**config.mk**
```make
export PLATFORM = sky130hd
export DESIGN_NAME = rollback_arbiter
export DESIGN_NICKNAME = d
export VERILOG_FILES = /design/src/rtl/rollback_pkg.sv /design/src/rtl/strand_rollback_state.sv /design/src/rtl/rollback_arbiter.sv
export SDC_FILE = /design/constraint.sdc
export NUM_CORES = 1
export LEC_CHECK = 0
export ABC_AREA = 0
export CORE_UTILIZATION = 44
export CTS_BUF_LIST = sky130_fd_sc_hd__clkbuf_16
export DETAILED_ROUTE_END_ITERATION = 16
export PLACE_DENSITY = 0.85
export SETUP_SLACK_MARGIN = 0.15
export SLEW_MARGIN = 0
export SYNTH_ARGS = -nofsm -noshare
export SYNTH_HDL_FRONTEND = slang
export SYNTH_SLANG_ARGS = --single-unit
```
**constraint.sdc**
```tcl
create_clock -name clk -period 1.9 [get_ports clk]
set_input_delay 0.38 -clock clk [delete_from_list [all_inputs] [get_ports clk]]
set_output_delay 0.38 -clock clk [all_outputs]
set_load 0.01 [all_outputs]
```
**src/rtl/rollback_pkg.sv**
```systemverilog
// rtl/rollback_pkg.sv - shared types and helpers for the rollback arbiter
package rollback_pkg;

  localparam int STRAND_FIELD_W = 8;

  typedef enum logic [1:0] {
    RUN  = 2'd0,
    HOLD = 2'd1,
    SUSP = 2'd2
  } strand_state_t;

  // Strand is carried zero-extended so the struct width does not depend on NUM_STRANDS.
  typedef struct packed {
    logic                      valid;
    logic [STRAND_FIELD_W-1:0] strand;
    logic [31:0]               pc;
    logic [3:0]                lane;
    logic                      retry;
    logic                      suspend;
  } rollback_req_t;

  function automatic int siw(input int n);
    return (n > 1) ? $clog2(n) : 1;
  endfunction

endpackage

```
**src/rtl/strand_rollback_state.sv**
```systemverilog
// rtl/strand_rollback_state.sv - per-strand RUN/HOLD/SUSP state, holdoff and retry counters
module strand_rollback_state
  import rollback_pkg::*;
#(
  parameter int HOLDOFF_CYCLES = 2,
  parameter int RETRY_LIMIT    = 8
) (
  input  logic clk,
  input  logic reset,
  input  logic win_i,
  input  logic win_retry_i,
  input  logic win_suspend_i,
  input  logic wake_i,
  output logic blocked_o,
  output logic livelock_o
);

  localparam logic [3:0] HOLD_LOAD = 4'(HOLDOFF_CYCLES);
  localparam logic [7:0] RETRY_LIM = 8'(RETRY_LIMIT);

  strand_state_t state_q, state_d;
  logic [3:0]    hold_q, hold_d;
  logic [7:0]    retry_q, retry_d;
  logic          livelock_q, livelock_d;

  always_comb begin
    state_d = state_q;
    hold_d  = hold_q;
    case (state_q)
      RUN: begin
        if (win_i) begin
          if (win_suspend_i) begin
            state_d = SUSP;
          end else begin
            state_d = HOLD;
            hold_d  = HOLD_LOAD;
          end
        end
      end
      HOLD: begin
        if (win_i) begin
          if (win_suspend_i) state_d = SUSP;
          else               hold_d  = HOLD_LOAD;
        end else if (hold_q <= 4'd1) begin
          state_d = RUN;
        end else begin
          hold_d = hold_q - 4'd1;
        end
      end
      SUSP: begin
        // A suspending winner beats a same-cycle wake.
        if (!(win_i && win_suspend_i) && wake_i) state_d = RUN;
      end
      default: state_d = RUN;
    endcase
  end

  always_comb begin
    retry_d = retry_q;
    if (win_i) begin
      if (win_retry_i) retry_d = (retry_q == 8'hFF) ? retry_q : retry_q + 8'd1;
      else             retry_d = 8'd0;
    end else if (wake_i) begin
      retry_d = 8'd0;
    end
    livelock_d = livelock_q | (retry_d >= RETRY_LIM);
  end

  always_ff @(posedge clk) begin
    if (!reset) begin
      state_q    <= RUN;
      hold_q     <= 4'd0;
      retry_q    <= 8'd0;
      livelock_q <= 1'b0;
    end else begin
      state_q    <= state_d;
      hold_q     <= hold_d;
      retry_q    <= retry_d;
      livelock_q <= livelock_d;
    end
  end

  assign blocked_o  = (state_q != RUN);
  assign livelock_o = livelock_q;

endmodule

```
**src/rtl/rollback_arbiter.sv**
```systemverilog
// rtl/rollback_arbiter.sv - oldest-request-per-strand rollback select, squash and registered outcome
module rollback_arbiter
  import rollback_pkg::*;
#(
  parameter int                       NUM_STRANDS    = 4,
  parameter int                       NUM_SOURCES    = 2,
  parameter int                       NUM_STAGES     = 6,
  parameter logic [NUM_SOURCES*8-1:0] SOURCE_STAGE   = {8'd5, 8'd1},
  parameter int                       HOLDOFF_CYCLES = 2,
  parameter int                       RETRY_LIMIT    = 8,
  localparam int                      SIW            = siw(NUM_STRANDS)
) (
  input  logic                       clk,
  input  logic                       reset,
  input  logic [NUM_SOURCES-1:0]     rq_valid,
  input  logic [NUM_SOURCES*SIW-1:0] rq_strand,
  input  logic [NUM_SOURCES*32-1:0]  rq_pc,
  input  logic [NUM_SOURCES*4-1:0]   rq_reg_lane,
  input  logic [NUM_SOURCES-1:0]     rq_retry,
  input  logic [NUM_SOURCES-1:0]     rq_suspend,
  input  logic [NUM_STAGES-1:0]      stage_valid,
  input  logic [NUM_STAGES*SIW-1:0]  stage_strand,
  input  logic [NUM_STRANDS-1:0]     wake_strand,
  output logic [NUM_STAGES-1:0]      rb_squash,
  output logic [NUM_STRANDS-1:0]     rb_rollback_strand,
  output logic [NUM_STRANDS*32-1:0]  rb_rollback_pc,
  output logic [NUM_STRANDS*4-1:0]   rb_rollback_reg_lane,
  output logic [NUM_STRANDS-1:0]     rb_retry_strand,
  output logic [NUM_STRANDS-1:0]     rb_strand_blocked,
  output logic [NUM_STRANDS-1:0]     rb_livelock
);

  rollback_req_t              req [NUM_SOURCES];
  logic [NUM_SOURCES-1:0]     src_win;
  logic [NUM_STRANDS-1:0]     win_valid;
  logic [NUM_STRANDS-1:0]     win_retry;
  logic [NUM_STRANDS-1:0]     win_suspend;
  logic [31:0]                pc_q   [NUM_STRANDS];
  logic [31:0]                pc_d   [NUM_STRANDS];
  logic [3:0]                 lane_q [NUM_STRANDS];
  logic [3:0]                 lane_d [NUM_STRANDS];
  logic [NUM_STRANDS-1:0]     strobe_q;
  logic [NUM_STRANDS-1:0]     retry_q;

  always_comb begin
    for (int i = 0; i < NUM_SOURCES; i++) begin
      req[i].valid   = rq_valid[i];
      req[i].strand  = STRAND_FIELD_W'(rq_strand[i*SIW +: SIW]);
      req[i].pc      = rq_pc[i*32 +: 32];
      req[i].lane    = rq_reg_lane[i*4 +: 4];
      req[i].retry   = rq_retry[i];
      req[i].suspend = rq_suspend[i];
    end
  end

  // Higher source index is older, so any older same-strand request knocks a source out.
  always_comb begin
    for (int i = 0; i < NUM_SOURCES; i++) begin
      src_win[i] = req[i].valid;
      for (int j = i + 1; j < NUM_SOURCES; j++) begin
        if (req[j].valid && (req[j].strand == req[i].strand)) src_win[i] = 1'b0;
      end
    end
  end

  always_comb begin
    for (int s = 0; s < NUM_STRANDS; s++) begin
      win_valid[s]   = 1'b0;
      win_retry[s]   = 1'b0;
      win_suspend[s] = 1'b0;
      pc_d[s]        = pc_q[s];
      lane_d[s]      = lane_q[s];
      for (int i = 0; i < NUM_SOURCES; i++) begin
        if (src_win[i] && (req[i].strand == STRAND_FIELD_W'(s))) begin
          win_valid[s]   = 1'b1;
          win_retry[s]   = req[i].retry;
          win_suspend[s] = req[i].suspend;
          pc_d[s]        = req[i].pc;
          lane_d[s]      = req[i].lane;
        end
      end
    end
  end

  // Only stages younger than the requesting stage are squashed.
  always_comb begin
    rb_squash = '0;
    for (int k = 0; k < NUM_STAGES; k++) begin
      for (int i = 0; i < NUM_SOURCES; i++) begin
        if (src_win[i] && stage_valid[k] &&
            (STRAND_FIELD_W'(stage_strand[k*SIW +: SIW]) == req[i].strand) &&
            (k < int'(SOURCE_STAGE[i*8 +: 8]))) begin
          rb_squash[k] = 1'b1;
        end
      end
    end
  end

  always_ff @(posedge clk) begin
    if (!reset) begin
      strobe_q <= '0;
      retry_q  <= '0;
      for (int s = 0; s < NUM_STRANDS; s++) begin
        pc_q[s]   <= 32'd0;
        lane_q[s] <= 4'd0;
      end
    end else begin
      strobe_q <= win_valid;
      retry_q  <= win_valid & win_retry;
      for (int s = 0; s < NUM_STRANDS; s++) begin
        pc_q[s]   <= pc_d[s];
        lane_q[s] <= lane_d[s];
      end
    end
  end

  for (genvar s = 0; s < NUM_STRANDS; s++) begin : g_strand
    strand_rollback_state #(
      .HOLDOFF_CYCLES (HOLDOFF_CYCLES),
      .RETRY_LIMIT    (RETRY_LIMIT)
    ) u_state (
      .clk           (clk),
      .reset         (reset),
      .win_i         (win_valid[s]),
      .win_retry_i   (win_retry[s]),
      .win_suspend_i (win_suspend[s]),
      .wake_i        (wake_strand[s]),
      .blocked_o     (rb_strand_blocked[s]),
      .livelock_o    (rb_livelock[s])
    );

    assign rb_rollback_pc[s*32 +: 32]      = pc_q[s];
    assign rb_rollback_reg_lane[s*4 +: 4]  = lane_q[s];
  end

  assign rb_rollback_strand = strobe_q;
  assign rb_retry_strand    = retry_q;

endmodule

```
### After elaboration in Yosys (flattened, before gate mapping)

Memories as Yosys holds them, arrays and structs flattened.
Index checks and enable logic that the tools add are counted.

* memory bits (read-only): 0
* bits in writable memories: 144
* bits in latches: 0
* flip-flop bits (word level): 68
* input port bits: 106
* memories kept: 2

* mux-type cells: 121
* bitwise operators: 13
* div/mod/pow operators: 0
* multipliers: 0
* $lt $le $gt $ge: 8
* shift-type cells: 0
* reductions and logical operators: 55
* equal/unequal tests: 45
* $add $sub $neg: 8

Memory list
* pc_q: words 4, bits a word 32, read ports 4, clocked after Yosys merged registers in 0, write ports 4, line rollback_arbiter.sv:38 `logic [31:0] pc_q [NUM_STRANDS];`
* lane_q: words 4, bits a word 4, read ports 4, clocked after Yosys merged registers in 0, write ports 4, line rollback_arbiter.sv:40 `logic [3:0] lane_q [NUM_STRANDS];`

Operators with widths (count)
* $mux 32: 12
* $mux 8: 16
* $mux 4: 28
* $mux 2: 24
* $mux 1: 33
* $add 8x1->8 const B: 4
* $eq 8x8->1 const B: 4
* $ge 8x4->1 const B: 4
* $pmux 4 s2: 4
* $logic_and 1x1->1: 29
* $pmux 2 s3: 4
* $eq 2x2->1 const B: 8
* $le 4x1->1 const B: 4
* $logic_not 8->1: 2
* $ne 2x1->1 const B: 8
* $reduce_and 4->1: 4
* $reduce_bool 2->1: 8
* $sub 4x1->4 const B: 4
* $eq 2x2->1: 7
* $eq 2x1->1 const B: 6
* $ne 3x1->1 const B: 4
* $ne 3x2->1 const B: 4
* $ne 3x3->1 const B: 4
* $or 1x1->1: 12
* 4 further kinds: 13

### Logic depth before layout (Yosys ltp)

* depth in word-level cells: 11
* mapped depth: 8
* gate-level depth less buffers: 7

### Cells and area by module

From an unflattened synthesis, not the netlist that was laid out.

* cells, all modules: 1252
* area, all modules: 10346.2 um^2

Modules (own cells, without submodules)
* rollback_arbiter: area an instance 7105.6 um^2, cells each 870, seq. area each 3042.9 um^2, instances 1
* strand_rollback_state at g_strand[0].u_state ...: area an instance 808.3 um^2, cells each 96, seq. area each 300.3 um^2, instances 3
* strand_rollback_state at g_strand[3].u_state: area an instance 815.8 um^2, cells each 94, seq. area each 300.3 um^2, instances 1

### Least setup slack after synthesis

Ideal clock, no wire load.

* path kind: register -> register
* from: register g_strand[0].u_state.retry_q[0]
* to: register g_strand[0].u_state.livelock_q
* required time: 1819 ps
* path slack: 65 ps
* buffers on the path: 1
* library setup time: 81 ps
* arrival: 1754 ps
* stages on the path, launching flop included: 8
* cells stage by stage: dfxtp_1 -> ha_1 -> nand3_1 -> or3_1 -> clkbuf_1 -> a31oi_1 -> o22ai_2 -> a41oi_1

* cells in the longest elaborated chain, start to end: 6
* elaborated cells on any way between the ends: 8

RTL lines
* from (decl): line strand_rollback_state.sv:23 `logic [7:0] retry_q, retry_d;`
* from (signal assigned): line strand_rollback_state.sv:78 `retry_q <= retry_d;`
* $add 8x1->8 / $eq 8x8->1 (equally long branches): line strand_rollback_state.sv:61 `if (win_retry_i) retry_d = (retry_q == 8'hFF) ? retry_q : retry_q + 8'd1;`
* $mux 8 (2 in a row): line strand_rollback_state.sv:61
* $mux 8 *: line strand_rollback_state.sv:60 `if (win_i) begin`
* $ge 8x4->1 *: line strand_rollback_state.sv:66 `livelock_d = livelock_q | (retry_d >= RETRY_LIM);`
* $or 1x1->1 *: line strand_rollback_state.sv:66
* to (signal assigned): line strand_rollback_state.sv:79 `livelock_q <= livelock_d;`
* to (decl): line strand_rollback_state.sv:24 `logic livelock_q, livelock_d;`

Every way passes the cells marked *; elsewhere a longest branch is shown, timed or not.
A chain may end at the register's enable or synchronous reset.

### Worst setup path in the final report

* from: input rq_strand[2]
* to: output rb_squash[0]

* cells in the longest elaborated chain, start to end: 7
* elaborated cells on any way between the ends: 9

RTL lines
* from (decl): line rollback_arbiter.sv:16 `input logic [NUM_SOURCES*SIW-1:0] rq_strand,`
* $eq 2x2->1: line rollback_arbiter.sv:61 `if (req[j].valid && (req[j].strand == req[i].strand)) src_win[i] = 1'b0;`
* $logic_and 1x1->1: line rollback_arbiter.sv:61
* $mux 1: line rollback_arbiter.sv:61
* $logic_and 1x1->1 (2 in a row): line rollback_arbiter.sv:90 `if (src_win[i] && stage_valid[k] &&`
* $mux 1: line rollback_arbiter.sv:90
* $mux 1 *: line rollback_arbiter.sv:90
* to (decl): line rollback_arbiter.sv:24 `output logic [NUM_STAGES-1:0] rb_squash,`

Marks and branches as above.

==> run summary <==
The die covers 23900 um^2. The worst path required time came out at 1520 ps. STA puts the critical path data arrival time at 1360 ps. Start-to-end type of the worst setup path: in -> out. The tools report the max capacitance violation total as 0.

For this design, the CTS-stage hold fixing added 0 buffers. The largest single stage delay on the critical path is 260 ps. The routed wirelength normalized by instance count was 18.5 um; the pin count of the biggest net entering global routing was 57. For the total power of the final layout, the log shows 11.0 mW.

The tools report the global routing usage summed across all routing layers as 27.7%. Counting cells, the worst reg-to-reg path comes to 6. The run gives 0 as the final max-slew violation count. TritonCTS built the clock tree.

STA classifies the critical path endpoint as a primary output. The clock-pin slew of the registers on the worst-case setup and hold paths was 60 ps; the largest voltage drop on the vdd net was 0.623 mV. The maximum clock frequency is 574 MHz.

The first detailed-routing pass ran for 5 iterations. In this run the count of I/O pins placed on the die edge is 272. Sorting the synthesized cells by area gives the leading types as sky130_fd_sc_hd__dfxtp_1, sky130_fd_sc_hd__mux2i_1, sky130_fd_sc_hd__nor2_1, sky130_fd_sc_hd__a311oi_1, sky130_fd_sc_hd__nand2_1. The standard cell with the maximum stage delay on the critical path is sky130_fd_sc_hd__dlygate4sd2_1. The post-detailed-route count of antenna-violating nets was 0. The via count of the first global-routing pass is 10295, and the number of placed instances, taps included is 1802. From synthesis to final layout, the design area changed by 42.0%. The total power divided by cell area was 755 nW/um^2.

The run gives 0 as the antenna diode count. The count of flip-flops with a built-in enable after synthesis was 0; the worst setup timing slack at the placement stage was -597 ps. The sequential fraction of the synthesis area came out at 41.4%. The worst-case hold slack came out at 454 ps. The signal on the critical path passes through dlygate4sd2_1 > buf_12 > xnor2_1 > nand3_1 > nand4_1 > a21boi_1 > buf_2.

The net switching power figure was 2.94 mW. The final period utilization is 91.7%, and the deepest level of the CTS H-tree is 1. The logs give 6.31 nW for the leakage power and 43.9% for the sequential cell fraction of total power. Measured against its own limit, the worst slew margin works out to 63.7%. Among all flip-flop cells after synthesis, the most frequent one is sky130_fd_sc_hd__dfxtp_1. The class of the worst hold path is in -> reg.

The fraction of final layout cells with drive strength greater than 1 came out at 15.5%. For the fraction of power consumed by the clock network, the log shows 39.3%. Post-layout minimum cycle time: 1740 ps. Synthesis produced 1215 cells.

The final routed DRC violation total was 0; the die height was 155 um. The congestion estimate from routability-driven global placement came to 0.933. The flop and latch count out of synthesis came out at 212. Maximum buffer depth of the clock tree: 3. Setup repair after global routing could not meet its margin everywhere.

Detailed placement ended at an HPWL of 23600 um. After floorplanning, the core was divided into 55 placement rows. After the first detailed-routing iteration, the DRC count stood at 740. The net total in the final layout came out at 1634. For this run, asynchronously set or reset flops after synthesis account for 0%. The aggregate routed wire length came out at 34200 um.

The layout has 1912 filler cells. Each instance of the synthesized netlist takes up on average 8.44 um^2. The cell depth of the worst hold path is 4, and the final cell utilization of the core is 63.9%.

At the later pin of the worst-skew pair, clock insertion delay measures 510 ps. The cell with the most instances after synthesis is sky130_fd_sc_hd__dfxtp_1. The tools report the total number of vias as 10650. The logs give 4270 um^2 for the area taken by flip-flops and latches and 0 for the total global routing overflow. The count of synthesis-stage warnings from yosys was 0.

The flow ran to the end, and the final reports show no timing, DRC or antenna violations. The commonest cells after synthesis are sky130_fd_sc_hd__dfxtp_1, sky130_fd_sc_hd__nor2_1, sky130_fd_sc_hd__nand2_1. Summing all multi-input logic gate instances after layout gives 5690 um^2. In the final timing run, aggregate negative setup slack is 0 ps. The floorplan step set the die width to 155 um.

The instance count on the critical path was 7. The initial utilization of the core area, before any placement, comes to 45.0%. The synthesized design spends more area on one cell type than any other, namely sky130_fd_sc_hd__dfxtp_1.

In the post-route analysis, the smallest setup slack over all paths is 158 ps. Synthesis instantiated 76 different standard cells from the library. Between clock sinks in the finished design, the worst skew comes to 9.19 ps. Of the total power, the share spent switching nets is 26.8%. The tree is rooted in a sky130_fd_sc_hd__clkbuf_16. The initial antenna violation count came out at 0.

Summed over its instances, the top area cell type makes up 41.4% of the synthesized netlist area. The worst setup path is launched from an input port. The core region is 22800 um^2. Internal power comes to 8.04 mW. The number of vias per cell came out at 5.78. With fillers left out, the area of the finished cells amounts to 14600 um^2. Combinational cells account for 16.8% of the total power.

At the pin with the least slew margin, the transition time is 540 ps. The largest driver fanout on the critical path is 11, and the number of sinks on the clock net is 212. Buffers placed on the I/O ports in this run total 267. The finished layout holds 1844 standard cells, fillers aside. The first-pass GRT wire length was 53600 um; the critical path buffer and inverter count was 3. Category of cells accounting for the largest share of critical-path delay: buffers and inverters.

Final setup violation count: 0. After detailed placement, the total cell area comes to 13800 um^2. The logs give 0 for the final hold violation count and 24 for the number of clock buffers inserted by TritonCTS. The synthesized netlist occupies a cell area of 10300 um^2.

The number of nets in the synthesized netlist is 1333.
-- tightest hold or removal path: stages --
cell                       delay [ps]
sky130_fd_sc_hd__clkbuf_2         150
sky130_fd_sc_hd__nand3b_4         150
sky130_fd_sc_hd__buf_4            160
sky130_fd_sc_hd__a311oi_1          80
-- registers in the layout (all words and copies together), names as in the netlist --
name	count
g_strand.u_state.livelock_o	4
pc_q	128
rb_retry_strand	4
g_strand.u_state.hold_q	16
g_strand.u_state.state_q	8
lane_q	16
g_strand.u_state.retry_q	32
rb_rollback_strand	4
-- final cells by class --
type                       count  share of cell area (%)
clock buffer                  25                    4.30
clock inverter                16                   0.679
inverter                      18                   0.499
multi-input combinational    882                    39.1
sequential                   212                    29.3
tap                          313                    2.69
timing repair buffer         378                    23.4
-- per-layer routing --
layer  GRT usage [%]  vias to the layer above  routed length, um
li1                -                     5001                  -
met1            33.1                     5063              13600
met2            46.9                      517              16100
met3            8.24                       69               3490
met4            10.0                        0                936
met5               0                        -                  0
-- power groups by stage --
stage | Sequential [mW] | Clock (mW) | Combinational, mW
floorplan | 5.00 | 0 | 0.756
global placement | 4.92 | 0 | 1.91
detailed placement | 4.92 | 0 | 1.95
CTS | 4.82 | 4.40 | 1.82
global route | 4.85 | 4.61 | 1.98
finish | 4.82 | 4.32 | 1.84
-- cell families (layout without fill, tap and decap cells) --
kind of cell | after synthesis | count (layout) | synth area share [%]
buffers and inverters | 121 | 437 | 5.55
adder cells (fa/ha/maj) | 12 | 12 | 1.46
flip-flops | 212 | 212 | 41.4
XOR/XNOR | 14 | 14 | 1.20
AND/OR/NAND/NOR | 485 | 485 | 21.3
AO/OA/AOI/OAI | 292 | 292 | 21.1
multiplexers | 78 | 78 | 7.96
other | 1 | 1 | 0.0366
-- what timing repair did --
item	in CTS	in global routing
resized for setup	209	59
pin swaps	6	11
endpoints found under the setup margin	229	27
buffers inserted	0	1
hold endpoints to repair	0	0
-- path summary, 6_finish.rpt --
path | startpoint | slack, ps | end
setup / recovery | rq_strand[2] | 160 | rb_squash[0]
hold / removal | rq_valid[1] | 450 | lane_q[2][3]$_SDFFE_PN0N_
setup reg to reg | g_strand[2].u_state.retry_q[0]$_SDFF_PN0_ | 190 | g_strand[2].u_state.livelock_o$_SDFF_PN0_
hold reg to reg | g_strand[0].u_state.state_q[0]$_SDFFE_PN0P_ | 460 | g_strand[0].u_state.state_q[1]$_SDFFE_PN0P_
-- cell usage in the layout (no fill, tap or decap), types with 9 or more instances in the layout --
cell type / count
sky130_fd_sc_hd__buf_4: 99
sky130_fd_sc_hd__o21ai_0: 14
sky130_fd_sc_hd__clkbuf_16: 25
sky130_fd_sc_hd__dfxtp_1: 200
sky130_fd_sc_hd__a21oi_1: 44
sky130_fd_sc_hd__nand2_1: 164
sky130_fd_sc_hd__dlygate4sd2_1: 154
sky130_fd_sc_hd__clkdlybuf4s50_1: 93
sky130_fd_sc_hd__o21ai_1: 10
sky130_fd_sc_hd__dfxtp_2: 9
sky130_fd_sc_hd__nor3_1: 33
sky130_fd_sc_hd__a211oi_1: 72
sky130_fd_sc_hd__a21oi_2: 10
sky130_fd_sc_hd__a31oi_1: 10
sky130_fd_sc_hd__nor2_1: 192
sky130_fd_sc_hd__nand3_1: 12
sky130_fd_sc_hd__a311oi_1: 72
sky130_fd_sc_hd__mux2i_1: 74
sky130_fd_sc_hd__inv_1: 19
sky130_fd_sc_hd__buf_12: 9
Power figures use the tool's default switching activity.
